$ cat src/rtl/debounce_pkg.sv
// Shared types for the input debouncer: FSM state encodings and glitch counter width.
package debounce_pkg;

  typedef enum logic [1:0] {
    STABLE_LOW  = 2'b00,
    CHECK_HIGH  = 2'b01,
    STABLE_HIGH = 2'b11,
    CHECK_LOW   = 2'b10
  } state_e;

  localparam int unsigned GLITCH_CNT_W = 8;

endpackage

$ cat src/rtl/sync_chain.sv
// Multi-flop synchroniser for a single asynchronous input; q is the last stage.
module sync_chain #(
  parameter int unsigned STAGES = 2
) (
  input  logic clk,
  input  logic reset,
  input  logic d,
  output logic q
);

  logic [STAGES-1:0] sync_q;

  always_ff @(posedge clk or negedge reset) begin
    if (!reset) begin
      sync_q <= '0;
    end else begin
      sync_q <= {sync_q[STAGES-2:0], d};
    end
  end

  assign q = sync_q[STAGES-1];

endmodule

$ cat src/rtl/input_debouncer.sv
// Synchronises and debounces a raw input, producing a clean level plus change/rise/fall strobes.
// Optional glitch_count output is built when DEBOUNCE_GLITCH_CNT_EN is defined.
module input_debouncer
  import debounce_pkg::*;
#(
  parameter int unsigned SYNC_STAGES     = 2,
  parameter int unsigned DEBOUNCE_CYCLES = 16,
  parameter int unsigned CNT_W           = $clog2(DEBOUNCE_CYCLES)
) (
  input  logic clk,
  input  logic reset,
  input  logic enable,
  input  logic data_in,
  output logic data_out,
  output logic change_pulse,
  output logic rise_flag,
  output logic fall_flag
`ifdef DEBOUNCE_GLITCH_CNT_EN
  ,
  output logic [GLITCH_CNT_W-1:0] glitch_count
`endif
);

  localparam logic [CNT_W-1:0] CNT_ONE = CNT_W'(1);
  localparam logic [CNT_W-1:0] CNT_MAX = CNT_W'(DEBOUNCE_CYCLES - 1);

  logic             sync_q;
  state_e           state_q, state_d;
  logic [CNT_W-1:0] cnt_q, cnt_d;
  logic             data_q, data_d;
  logic             pulse_q, pulse_d;
  logic             rise_q, rise_d;
  logic             fall_q, fall_d;

  sync_chain #(
    .STAGES (SYNC_STAGES)
  ) u_sync (
    .clk   (clk),
    .reset (reset),
    .d     (data_in),
    .q     (sync_q)
  );

  always_ff @(posedge clk or negedge reset) begin
    if (!reset) begin
      state_q <= STABLE_LOW;
      cnt_q   <= '0;
      data_q  <= 1'b0;
      pulse_q <= 1'b0;
      rise_q  <= 1'b0;
      fall_q  <= 1'b0;
    end else begin
      state_q <= state_d;
      cnt_q   <= cnt_d;
      data_q  <= data_d;
      pulse_q <= pulse_d;
      rise_q  <= rise_d;
      fall_q  <= fall_d;
    end
  end

  always_comb begin
    state_d = state_q;
    cnt_d   = cnt_q;
    data_d  = data_q;
    pulse_d = 1'b0;
    rise_d  = 1'b0;
    fall_d  = 1'b0;
    if (!enable) begin
      // Disabled: park in the stable state matching the held level so re-enable restarts a full count.
      state_d = data_q ? STABLE_HIGH : STABLE_LOW;
      cnt_d   = '0;
    end else begin
      unique case (state_q)
        STABLE_LOW: begin
          if (sync_q) begin
            state_d = CHECK_HIGH;
            cnt_d   = CNT_ONE;
          end else begin
            cnt_d = '0;
          end
        end
        CHECK_HIGH: begin
          if (!sync_q) begin
            state_d = STABLE_LOW;
            cnt_d   = '0;
          end else if (cnt_q == CNT_MAX) begin
            state_d = STABLE_HIGH;
            cnt_d   = '0;
            data_d  = 1'b1;
            pulse_d = 1'b1;
            rise_d  = 1'b1;
          end else begin
            cnt_d = cnt_q + CNT_ONE;
          end
        end
        STABLE_HIGH: begin
          if (!sync_q) begin
            state_d = CHECK_LOW;
            cnt_d   = CNT_ONE;
          end else begin
            cnt_d = '0;
          end
        end
        CHECK_LOW: begin
          if (sync_q) begin
            state_d = STABLE_HIGH;
            cnt_d   = '0;
          end else if (cnt_q == CNT_MAX) begin
            state_d = STABLE_LOW;
            cnt_d   = '0;
            data_d  = 1'b0;
            pulse_d = 1'b1;
            fall_d  = 1'b1;
          end else begin
            cnt_d = cnt_q + CNT_ONE;
          end
        end
        default: begin
          state_d = STABLE_LOW;
          cnt_d   = '0;
        end
      endcase
    end
  end

  assign data_out     = data_q;
  assign change_pulse = pulse_q;
  assign rise_flag    = rise_q;
  assign fall_flag    = fall_q;

`ifdef DEBOUNCE_GLITCH_CNT_EN
  logic                    abort;
  logic [GLITCH_CNT_W-1:0] glitch_q, glitch_d;

  // Forced exits while disabled are not aborts, hence the enable qualifier.
  assign abort = enable && (((state_q == CHECK_HIGH) && !sync_q) ||
                            ((state_q == CHECK_LOW)  &&  sync_q));

  always_comb begin
    glitch_d = glitch_q;
    if (abort && (glitch_q != '1)) begin
      glitch_d = glitch_q + 1'b1;
    end
  end

  always_ff @(posedge clk or negedge reset) begin
    if (!reset) begin
      glitch_q <= '0;
    end else begin
      glitch_q <= glitch_d;
    end
  end

  assign glitch_count = glitch_q;
`endif

endmodule

$ cat config.mk
export PLATFORM = sky130hd
export DESIGN_NAME = input_debouncer
export DESIGN_NICKNAME = d
export VERILOG_FILES = /design/src/rtl/debounce_pkg.sv /design/src/rtl/sync_chain.sv /design/src/rtl/input_debouncer.sv
export SDC_FILE = /design/constraint.sdc
export NUM_CORES = 1
export LEC_CHECK = 0
export BUFFER_PORTS_ARGS = -buffer_cell sky130_fd_sc_hd__buf_2
export CAP_MARGIN = 20
export CORE_AREA = 2 2 39 41
export CTS_CLUSTER_DIAMETER = 60
export DETAILED_ROUTE_END_ITERATION = 10
export DIE_AREA = 0 0 41 43
export MAX_ROUTING_LAYER = met4
export PLACE_DENSITY = 0.75
export SETUP_SLACK_MARGIN = 0.3
export SLEW_MARGIN = 20
export SYNTH_ARGS = -nofsm -noshare
export SYNTH_HDL_FRONTEND = slang
export SYNTH_SLANG_ARGS = --single-unit
$ cat constraint.sdc
create_clock -name clk -period 1.6 [get_ports clk]
set_input_delay 0.16 -clock clk [delete_from_list [all_inputs] [get_ports clk]]
set_output_delay 0.16 -clock clk [all_outputs]
set_load 0.05 [all_outputs]
==> metrics.yaml, run 1 <==
wl_met2_um: 704
clock_skew_ps: 2.61
numPortBuffers: 7
ys_warn_count: 0
wl_um: 1320
wl_met3_um: 24
antenna_found_initial: 0
crit_slowest_cell: "dfrtp_2"
synthArstFlopShare_pct: 100
wire_per_inst_um: 14.0
core_area_mm2: 0.00138
top_layer_used: "met4"
root_buffer: "clkbuf_4"
synthesis.area_um2: 644
initial_utilization_pct: 46.6
fp.dieArea_mm2: 0.00176
track_usage_pct: 19.6
hpwl_um: 847
synth_top_area_share_pct: 46.6
hold_violations: 0
synth_edf_count: 0
hold_class: "input pin to flop"
slew_headroom_pct: 79.8
syn_to_final_growth_pct: 34.0
cts-htree-levels: 1
rows: 14
setup_viol: 0
antenna_left: 0
critical_path.max_stage_delay_ps: 450
worstPathArrival_ps: 1510
first_global_vias: 493
power_leakage_nw: 0.409
diodes: 0
synthCells: 60
drt_drc_violations_left: 0
io_pins: 8
dieHeight_um: 43
worstPathRequired_ps: 1760
clock_path_buffers: 2
rsz0062_at_grt: "yes"
critical_path_peak_fanout: 4
cts_buffers: 3
ir_drop_mv: 0.693
cts_num_sinks: 12
gp_congestion: 0.887
path_class: "flop to flop"
startpoint_type: "flop"
yosys.area.top_type: "dfrtp_1"
insertion_delay_ps: 280
grt_max_degree: 13
fmax_mhz: 740
synth.net_count: 70
cts.clk_slew.worst_paths_ps: 70
drive_above_1_share_pct: 46.2
yosysSeqAreaShare_pct: 46.6
via_count: 482
synth.top_cells.by_area: "dfrtp_1 (47%), ha_1 (12%), mux2i_1 (4.7%)"
synthFlopType: "dfrtp_1"
yosysMostFrequentCell: "dfrtp_1"
status: "finished clean"
worstPathCellList: "ha_2 > mux2_2 > nand2_2 > o21ai_4 > mux2i_1"
synth_area_per_cell_um2: 10.7
grt-ovfl-total: 0
endpoint_kind: "flop"
synth_cell_types: 24
tightest_slew_ps: 303
grt_pass1_wl_um: 2150
fin_crit_ps: 1350
nNetsFinal: 89
synth_common_cells: "dfrtp_1 (12), ha_1 (6), nor2_1 (5), o21ai_0 (5)"
worst-path-buf-inv: 0
viasPerCell: 5.13
dr.pass1.iters: 4
cts_tree: "done"
setup_tns_ps: 0
synth_seq_cells: 12
wl_met1_um: 546
maxSlewViolCount: 0
drv_cap: 0
die_w_um: 41
p_per_area_mw_per_mm2: 1090
drtIter0Drc: 8
total_power_w: 0.000942
final.period_utilization_pct: 84.4
path_delay_family: "flip-flops"
-- power breakdown --
group / internal [W] / total, W / switching [W] / leakage, nW
sequential: 0.000327 / 0.000363 / 0.0000361 / 0.157
clock: 0.000139 / 0.000243 / 0.000104 / 0.0210
combinational: 0.000178 / 0.000337 / 0.000159 / 0.230
total: 0.000644 / 0.000942 / 0.000299 / 0.409
-- layout make-up --
cell class / count / area (µm²)
multi-input combinational: 43 / 384
sequential: 12 / 303
timing repair buffer: 15 / 100
inverter: 4 / 20.0
fill: 117 / 520
clock buffer: 4 / 36.3
tap: 16 / 20.0
-- routing by layer --
layer | track usage [%] | vias up
met5 | - | -
met2 | 28.1 | 8
li1 | - | 243
met4 | 12.0 | 0
met1 | 24.1 | 226
met3 | 4.71 | 5
-- path summary, 6_finish.rpt --
kind	start	to	slack (ps)	cells past startpoint
max in group asynchronous	reset	state_q[1]	1070	2
setup / recovery	state_q[0]	state_q[0]	250	5
hold reg to reg	u_sync.sync_q[0]	u_sync.sync_q[1]	360	0
hold / removal	enable	cnt_q[0]	220	2
min in group asynchronous	reset	data_out	300	2
setup reg to reg	state_q[0]	state_q[0]	250	5
-- registers in the layout (all words and copies together), names as in the netlist --
register       flops
change_pulse       1
rise_flag          1
data_out           1
state_q            2
fall_flag          1
u_sync.sync_q      2
cnt_q              4
-- cell usage in the layout, fill, tap and decap left out --
cell | netlist | routed
dlygate4sd3_1 | 0 | 2
nor2_1 | 5 | 5
ha_2 | 0 | 2
ha_4 | 0 | 4
a31oi_1 | 1 | 1
and4_2 | 0 | 1
mux2_2 | 1 | 1
o21ai_4 | 0 | 1
mux2i_1 | 3 | 3
nor3b_1 | 1 | 1
clkbuf_4 | 0 | 3
nand2_2 | 0 | 1
mux2_4 | 1 | 1
nand2_1 | 4 | 3
inv_1 | 4 | 2
nand2_4 | 1 | 1
a21oi_1 | 2 | 2
and3_2 | 3 | 3
clkbuf_8 | 0 | 1
dfrtp_1 | 12 | 10
inv_4 | 0 | 2
dfrtp_2 | 0 | 2
xnor2_1 | 1 | 1
nor2b_1 | 1 | 1
o211ai_1 | 1 | 1
buf_2 | 0 | 7
a21o_1 | 1 | 1
buf_4 | 0 | 6
nor3_1 | 2 | 2
a21boi_1 | 0 | 1
nand3_1 | 1 | 1
o21ai_0 | 5 | 5
-- repair_timing --
action                     4_1_cts  5_1_grt
resized for setup                6        9
hold endpoints to repair        13        0
hold buffers                     2        0
setup endpoints to repair        3        8
pin swaps                        3        0
setup buffers                    6        0
-- kinds of logic (layout without fill, tap and decap cells) --
family                     count (synthesis)  count (layout)  synth area share [%]
and+or+nand+nor                           19              19                  16.3
AOI/OAI and AO/OA                         12              12                  11.3
buffers and inverters                      5              23                  4.08
xor gates and xnor gates                   1               1                  1.36
DFF                                       12              12                  46.6
adders and majority gates                  6               6                  11.7
muxes                                      5               5                  8.74
-- per-stage QoR --
stage                     hold WS (ps)  cells  setup slack [ps]  util [%]  instance area (µm²)
after floorplan                   -136     60               309         -                  649
after global placement            44.3     82               193      50.1                  693
after detailed placement          50.7     82               180      50.1                  693
after CTS                          208     94               240      60.7                  840
after global routing               217     94               189      62.4                  863
final                              215     94               250      62.4                  863
Note: power is estimated with default switching activity, not from simulation.
==> inputs of run 2 (changes only) <==
--- a/config.mk
+++ b/config.mk
@@ -5,6 +5,7 @@
 export SDC_FILE = /design/constraint.sdc
 export NUM_CORES = 1
 export LEC_CHECK = 0
+export ABC_AREA = 1
 export BUFFER_PORTS_ARGS = -buffer_cell sky130_fd_sc_hd__buf_2
 export CAP_MARGIN = 20
 export CORE_AREA = 2 2 39 41
==> constraint.sdc (replaced) <==
create_clock -name clk -period 1.3 [get_ports clk]
set_input_delay 0.13 -clock clk [delete_from_list [all_inputs] [get_ports clk]]
set_output_delay 0.13 -clock clk [all_outputs]
set_load 0.05 [all_outputs]
==> metrics.yaml, run 2 <==
status: "finished clean"
gp_congestion: 0.867  # -2.3%
cts_num_sinks: 12  # unchanged
synth_seq_cells: 12  # unchanged
layout_common_cells: "nand2_1 (16), dfrtp_1 (11), buf_4 (9)"
synthFlopType: "dfrtp_1"
clock_path_buffers: 2  # unchanged
viasPerCell: 4.96  # -3.2%
rows: 14  # unchanged
crit_slowest_cell: "dfrtp_2"
track_usage_pct: 18.2  # -1.4 points
cts.clk_slew.worst_paths_ps: 70  # about the same
dpl_cell_area_um2: 704  # +1.6%
grt_pass1_wl_um: 2070  # -3.5%
synthesis.area_um2: 644  # unchanged
numPortBuffers: 7  # unchanged
synth_area_per_cell_um2: 8.83  # -18%
wire_per_inst_um: 12.8  # -9.1%
antenna_found_initial: 0  # unchanged
final.period_utilization_pct: 98.0  # +14 points
grt_max_degree: 13  # unchanged
setup_tns_ps: 0  # unchanged
fillCellCount: 95  # -19%
drt_drc_violations_left: 0  # unchanged
dieHeight_um: 43  # unchanged
synthArstFlopShare_pct: 100  # unchanged
synth.top_cells.by_area: "dfrtp_1 (47%), ha_1 (12%), nand2_1 (10%)"
instances_no_fill: 112  # +19%
endpoint_kind: "flop"
via_count: 556  # +15%
root_buffer: "clkbuf_4"
drtIter0Drc: 4  # -4
cts-htree-levels: 1  # unchanged
fin_crit_ps: 1270  # -76.0 ps
slew_headroom_pct: 82.7  # +2.8 points
critPathLaunch: "state_q[0]"
dr.pass1.iters: 4  # unchanged
initial_utilization_pct: 46.6  # unchanged
ff2ff_setup_slack_ps: 30  # -220 ps
regMostFlops: "cnt_q"
wl_um: 1430  # +8.3%
ir_drop_mv: 0.853  # +23%
power_leakage_nw: 0.465  # +14%
hold_slack_ps: 185  # -30.1 ps
yosys.area.top_type: "dfrtp_1"
hpwl_um: 834  # -1.5%
maxSlewViolCount: 0  # unchanged
worstPathCellList: "buf_12 > ha_4 > nand2_4 > nand2_4 > nand2_4 > nand2_4 > nand3_1 > nand2_1"
worstPathArrival_ps: 1450  # -60 ps
core_area_mm2: 0.00138  # unchanged
path_delay_family: "flip-flops"
antenna_left: 0  # unchanged
crit_path_end: "state_q[0]"
mostFrequentLayoutCell: "nand2_1"
synth.net_count: 83  # +19%
p_per_area_mw_per_mm2: 1210  # +11%
synth_cell_types: 17  # -29%
grt-ovfl-total: 0  # unchanged
fin_area_um2: 982  # +14%
r2r-start: "state_q[0]"
io_pins: 8  # unchanged
cp.depth: 8  # +3
multi_input_area_um2: 420  # +9.4%
critical_path.max_stage_delay_ps: 460  # about the same
synth_top_area_share_pct: 46.6  # unchanged
synthCells: 73  # +22%
drive_above_1_share_pct: 47.9  # +1.8 points
worst-path-buf-inv: 1  # +1
nNetsFinal: 107  # +20%
die_w_um: 41  # unchanged
ys_warn_count: 0  # unchanged
largest_reg_flops: 4  # unchanged
critical_path_peak_fanout: 5  # +1
utilization_pct: 71.0  # +8.6 points
startpoint_type: "flop"
hold_class: "input pin to flop"
drv_cap: 0  # unchanged
reg_top3: "cnt_q x4, state_q x2, u_sync.sync_q x2"
reg2reg_depth: 8  # +3
dp_cells: 95  # +16%
path_class: "flop to flop"
seq_area_um2: 302  # -0.41%
insertion_delay_ps: 280  # about the same
yosysSeqAreaShare_pct: 46.6  # unchanged
synth_common_cells: "nand2_1 (18), dfrtp_1 (12), inv_1 (7), nor2_1 (7), ha_1 (6)"
r2r-end: "state_q[0]"
syn_to_final_growth_pct: 52.4
worstPathRequired_ps: 1470  # -290 ps
setup_viol: 0  # unchanged
fp.dieArea_mm2: 0.00176  # unchanged
yosysMostFrequentCell: "nand2_1"
hold_violations: 0  # unchanged
tightest_slew_ps: 260  # -42.7 ps
cts_buffers: 3  # unchanged
fmax_mhz: 785  # +6.0%
diodes: 0  # unchanged
clock_skew_ps: 1.75  # -0.865 ps
cts_tree: "done"
path_common_cell: "nand2_4"
synth_edf_count: 0  # unchanged
rsz0062_at_grt: "yes"
first_global_vias: 523  # +6.1%
-- run 2: cell types whose count changed after synthesis, moves of 3 or more --
cell / change
nand3_1: +4
mux2i_1: -3
nand2_1: +14
nand2_2: +3
o21ai_0: -3
inv_1: +3
and3_2: -3
-- run 2: worst min-delay path by stage --
stage	startpoint	cells past startpoint	slack [ps]	to
after global routing	enable	3	200	cnt_q[0]
after CTS	enable	3	160	cnt_q[0]
final	enable	3	190	cnt_q[0]
after global placement	reset	1	10	cnt_q[2]
after detailed placement	reset	1	20	cnt_q[2]
after floorplan	reset	0	-170	change_pulse
-- run 2: power breakdown --
group | internal, W | switching (W)
Clock | 0.000171 | 0.000128
Sequential | 0.000398 | 0.0000331
Combinational | 0.000226 | 0.000234
-- run 2: cell type report --
type,count,share of cell area (%)
sequential,12,30.7
multi-input combinational,52,42.8
tap,16,2.04
inverter,8,3.31
clock buffer,4,3.69
timing repair buffer,20,17.5
-- run 2: cells by family after synthesis --
| group | Yosys count | synth area share (%) |
|---|---|---|
| xor+xnor | 2 | 2.72 |
| simple gates | 37 | 27.8 |
| compound gates | 7 | 5.44 |
| flops | 12 | 46.6 |
| buf+inv | 9 | 5.83 |
| fa+ha+maj | 6 | 11.7 |
-- run 2: routing by layer --
layer / track usage (%) / wire length [µm]
met1: 19.5 / 542
met2: 29.7 / 772
met3: 3.14 / 65
met4: 10.7 / 48
met5: - / 0
-- run 2: metrics by stage --
stage / setup slack [ps] / total power [W]
6_report: 25.5 / 0.00119
5_1_grt: -30.5 / 0.00125
4_1_cts: 69.5 / 0.00104
3_5_place_dp: 2.36 / 0.000653
3_3_place_gp: 24.9 / 0.000645
2_1_floorplan: 109 / 0.000605
-- run 2: repair_timing --
action	CTS	global route
endpoints found under the setup margin	10	13
setup buffers	6	5
endpoints found under the hold margin	13	0
pin swaps	6	8
hold buffers	2	0
resized for setup	12	20
-- run 2: worst register-to-register path, stage by stage, from the launching register on --
cell and delay [ps]:
dfrtp_2 460, buf_12 140, ha_4 150, nand2_4 90, nand2_4 80, nand2_4 70
nand2_4 60, nand3_1 70, nand2_1 60
==> inputs of run 3 (changes only) <==
--- a/config.mk
+++ b/config.mk
@@ -6,6 +6,7 @@
 export NUM_CORES = 1
 export LEC_CHECK = 0
 export ABC_AREA = 1
+export ABC_CLOCK_PERIOD_IN_PS = 1300
 export BUFFER_PORTS_ARGS = -buffer_cell sky130_fd_sc_hd__buf_2
 export CAP_MARGIN = 20
 export CORE_AREA = 2 2 39 41
@@ -13,7 +14,7 @@
 export DETAILED_ROUTE_END_ITERATION = 10
 export DIE_AREA = 0 0 41 43
 export MAX_ROUTING_LAYER = met4
-export PLACE_DENSITY = 0.75
+export PLACE_DENSITY = 0.73
 export SETUP_SLACK_MARGIN = 0.3
 export SLEW_MARGIN = 20
 export SYNTH_ARGS = -nofsm -noshare
==> metrics.yaml, run 3 (synthesis gave the netlist of run 2 again) <==
viasPerCell: 4.64  # -6.6%
fillCellCount: 101  # +6.3%
utilization_pct: 68.4  # -2.5 points
rsz0062_at_grt: "yes"
reg_top3: "cnt_q x4, state_q x2, u_sync.sync_q x2"
cts-htree-levels: 1  # unchanged
cts_buffers: 3  # unchanged
reg2reg_depth: 9  # +1
worstPathArrival_ps: 1470  # +20 ps
pwr-share-clk_pct: 21.0  # -4.1 points
drt_drc_violations_left: 0  # unchanged
fin_area_um2: 947  # -3.6%
rows: 14  # unchanged
die_w_um: 41  # unchanged
setup_viol: 0  # unchanged
numPortBuffers: 7  # unchanged
gr-max-usage-layer: "met2"
critical_path_peak_fanout: 5  # unchanged
fin_crit_ps: 1260  # -16.6 ps
grt-ovfl-total: 0  # unchanged
maxSlewViolCount: 0  # unchanged
drive_above_1_share_pct: 45.7  # -2.2 points
insertion_delay_ps: 270  # about the same
antenna_left: 0  # unchanged
track_usage_pct: 17.2  # -1.0 points
nNetsFinal: 106  # -0.93%
cts_num_sinks: 12  # unchanged
root_buffer: "clkbuf_4"
power_leakage_nw: 0.461  # -0.91%
critical_path.max_stage_delay_ps: 470  # about the same
clock_skew_ps: 2.29  # +0.538 ps
layout_common_cells: "nand2_1 (16), buf_4 (12), dfrtp_1 (11)"
largest_reg_flops: 4  # unchanged
antenna_found_initial: 0  # unchanged
cp.depth: 9  # +1
whs_path_depth: 3  # unchanged
multi_input_area_um2: 414  # -1.5%
fmax_mhz: 795  # +1.3%
grt_pass1_wl_um: 1940  # -6.4%
dpl_cell_area_um2: 712  # +1.1%
mostFrequentLayoutCell: "nand2_1"
diodes: 0  # unchanged
gp_congestion: 0.891  # +2.8%
drv_cap: 0  # unchanged
path_class: "flop to flop"
startpoint_type: "flop"
p_per_area_mw_per_mm2: 1170  # -3.4%
status: "finished clean"
slew_headroom_pct: 82.3  # -0.32 points
core_area_mm2: 0.00138  # unchanged
cts_tree: "done"
wire_per_inst_um: 11.3  # -11%
syn_to_final_growth_pct: 47.0
met3_usage_pct: 3.14  # unchanged
regMostFlops: "cnt_q"
globalRouteMet1Util_pct: 19.2  # -0.26 points
pwr-share-seq_pct: 39.4  # +3.1 points
wl_um: 1250  # -13%
path_delay_family: "flip-flops"
ir_drop_mv: 0.663  # -22%
endpoint_kind: "flop"
via_count: 510  # -8.3%
seq_area_um2: 302  # unchanged
worst-path-buf-inv: 1  # unchanged
comb_power_share_pct: 39.5  # +0.9 points
dr.pass1.iters: 2  # -2
p_int_w: 0.000735  # -7.5%
worstPathRequired_ps: 1510  # +40 ps
hold_violations: 0  # unchanged
fp.dieArea_mm2: 0.00176  # unchanged
setup_tns_ps: 0  # unchanged
hpwl_um: 774  # -7.1%
swShare_pct: 33.7  # +0.50 points
first_global_vias: 464  # -11%
initial_utilization_pct: 46.6  # unchanged
clock_path_buffers: 2  # unchanged
tightest_slew_ps: 265  # +4.84 ps
io_pins: 8  # unchanged
final.period_utilization_pct: 96.8  # -1.3 points
p_sw_w: 0.000373  # -5.4%
path_common_cell: "nand2_4"
worstPathCellList: "buf_12 > ha_4 > nand2_4 > nand2_4 > nand2_4 > nand2_4 > nand2_2 > nand2_1 > nand2_1"
grt_max_degree: 13  # unchanged
met2_usage_pct: 27.2  # -2.5 points
drtIter0Drc: 5  # +1
crit_slowest_cell: "dfrtp_2"
cts.clk_slew.worst_paths_ps: 80  # about the same
hold_class: "input pin to flop"
dieHeight_um: 43  # unchanged
## run 3: changes by cell type in the layout (fill, tap and decap cells not counted), sizes merged
cell / previous run / this run
buf: 16 / 17
clkbuf: 6 / 3
## run 3: final cells by class
| cell class | count | area share [%] |
|---|---|---|
| Multi-Input combinational cell | 52 | 43.7 |
| Inverter | 8 | 3.43 |
| Sequential cell | 12 | 31.8 |
| Clock buffer | 3 | 2.38 |
| Timing Repair Buffer | 19 | 16.5 |
| Tap cell | 16 | 2.11 |
## run 3: metrics by stage
step	hold WS, ps	worst slack [ps]	cells	total power [W]
floorplan	-166	109	73	0.000605
global placement	14.7	39.2	96	0.000650
detailed placement	19.1	-4.88	96	0.000655
CTS	158	50.8	104	0.000961
global route	191	-27.9	110	0.00118
finish	175	42.1	110	0.00111
## run 3: per-layer routing
metal / vias up / wire length (µm)
met1: 225 / 562
met5: - / 0
met2: 10 / 618
met3: 4 / 37
li1: 271 / -
met4: 0 / 25
## run 3: tightest hold or removal path, delay by kind of cell
family | cells | cell delay [ps]
AO/OA/AOI/OAI | 1 | 40
AND/OR/NAND/NOR | 1 | 80
buffers and inverters | 1 | 160
## run 3: worst paths after layout
path | start | endpoint | slack [ps]
setup / recovery | state_q[0] | state_q[1] | 40
hold / removal | enable | cnt_q[0] | 170
setup reg to reg | state_q[0] | state_q[1] | 40
hold reg to reg | u_sync.sync_q[0] | u_sync.sync_q[1] | 360
max in group asynchronous | reset | state_q[0] | 820
min in group asynchronous | reset | change_pulse | 250
## run 3: repair_timing
item / 4_1_cts / 5_1_grt
hold buffers: 2 / 0
endpoints found under the hold margin: 13 / 0
resized for setup: 10 / 20
buffers inserted: 3 / 6
pin swaps: 4 / 6
endpoints found under the setup margin: 10 / 14
## run 3: power groups by stage
stage          sequential, W  combinational (W)  clock (W)
3_5_place_dp        0.000429           0.000226          0
3_3_place_gp        0.000426           0.000224          0
4_1_cts             0.000421           0.000309   0.000232
6_report            0.000437           0.000438   0.000233
5_1_grt             0.000441           0.000483   0.000259
2_1_floorplan       0.000424           0.000180          0
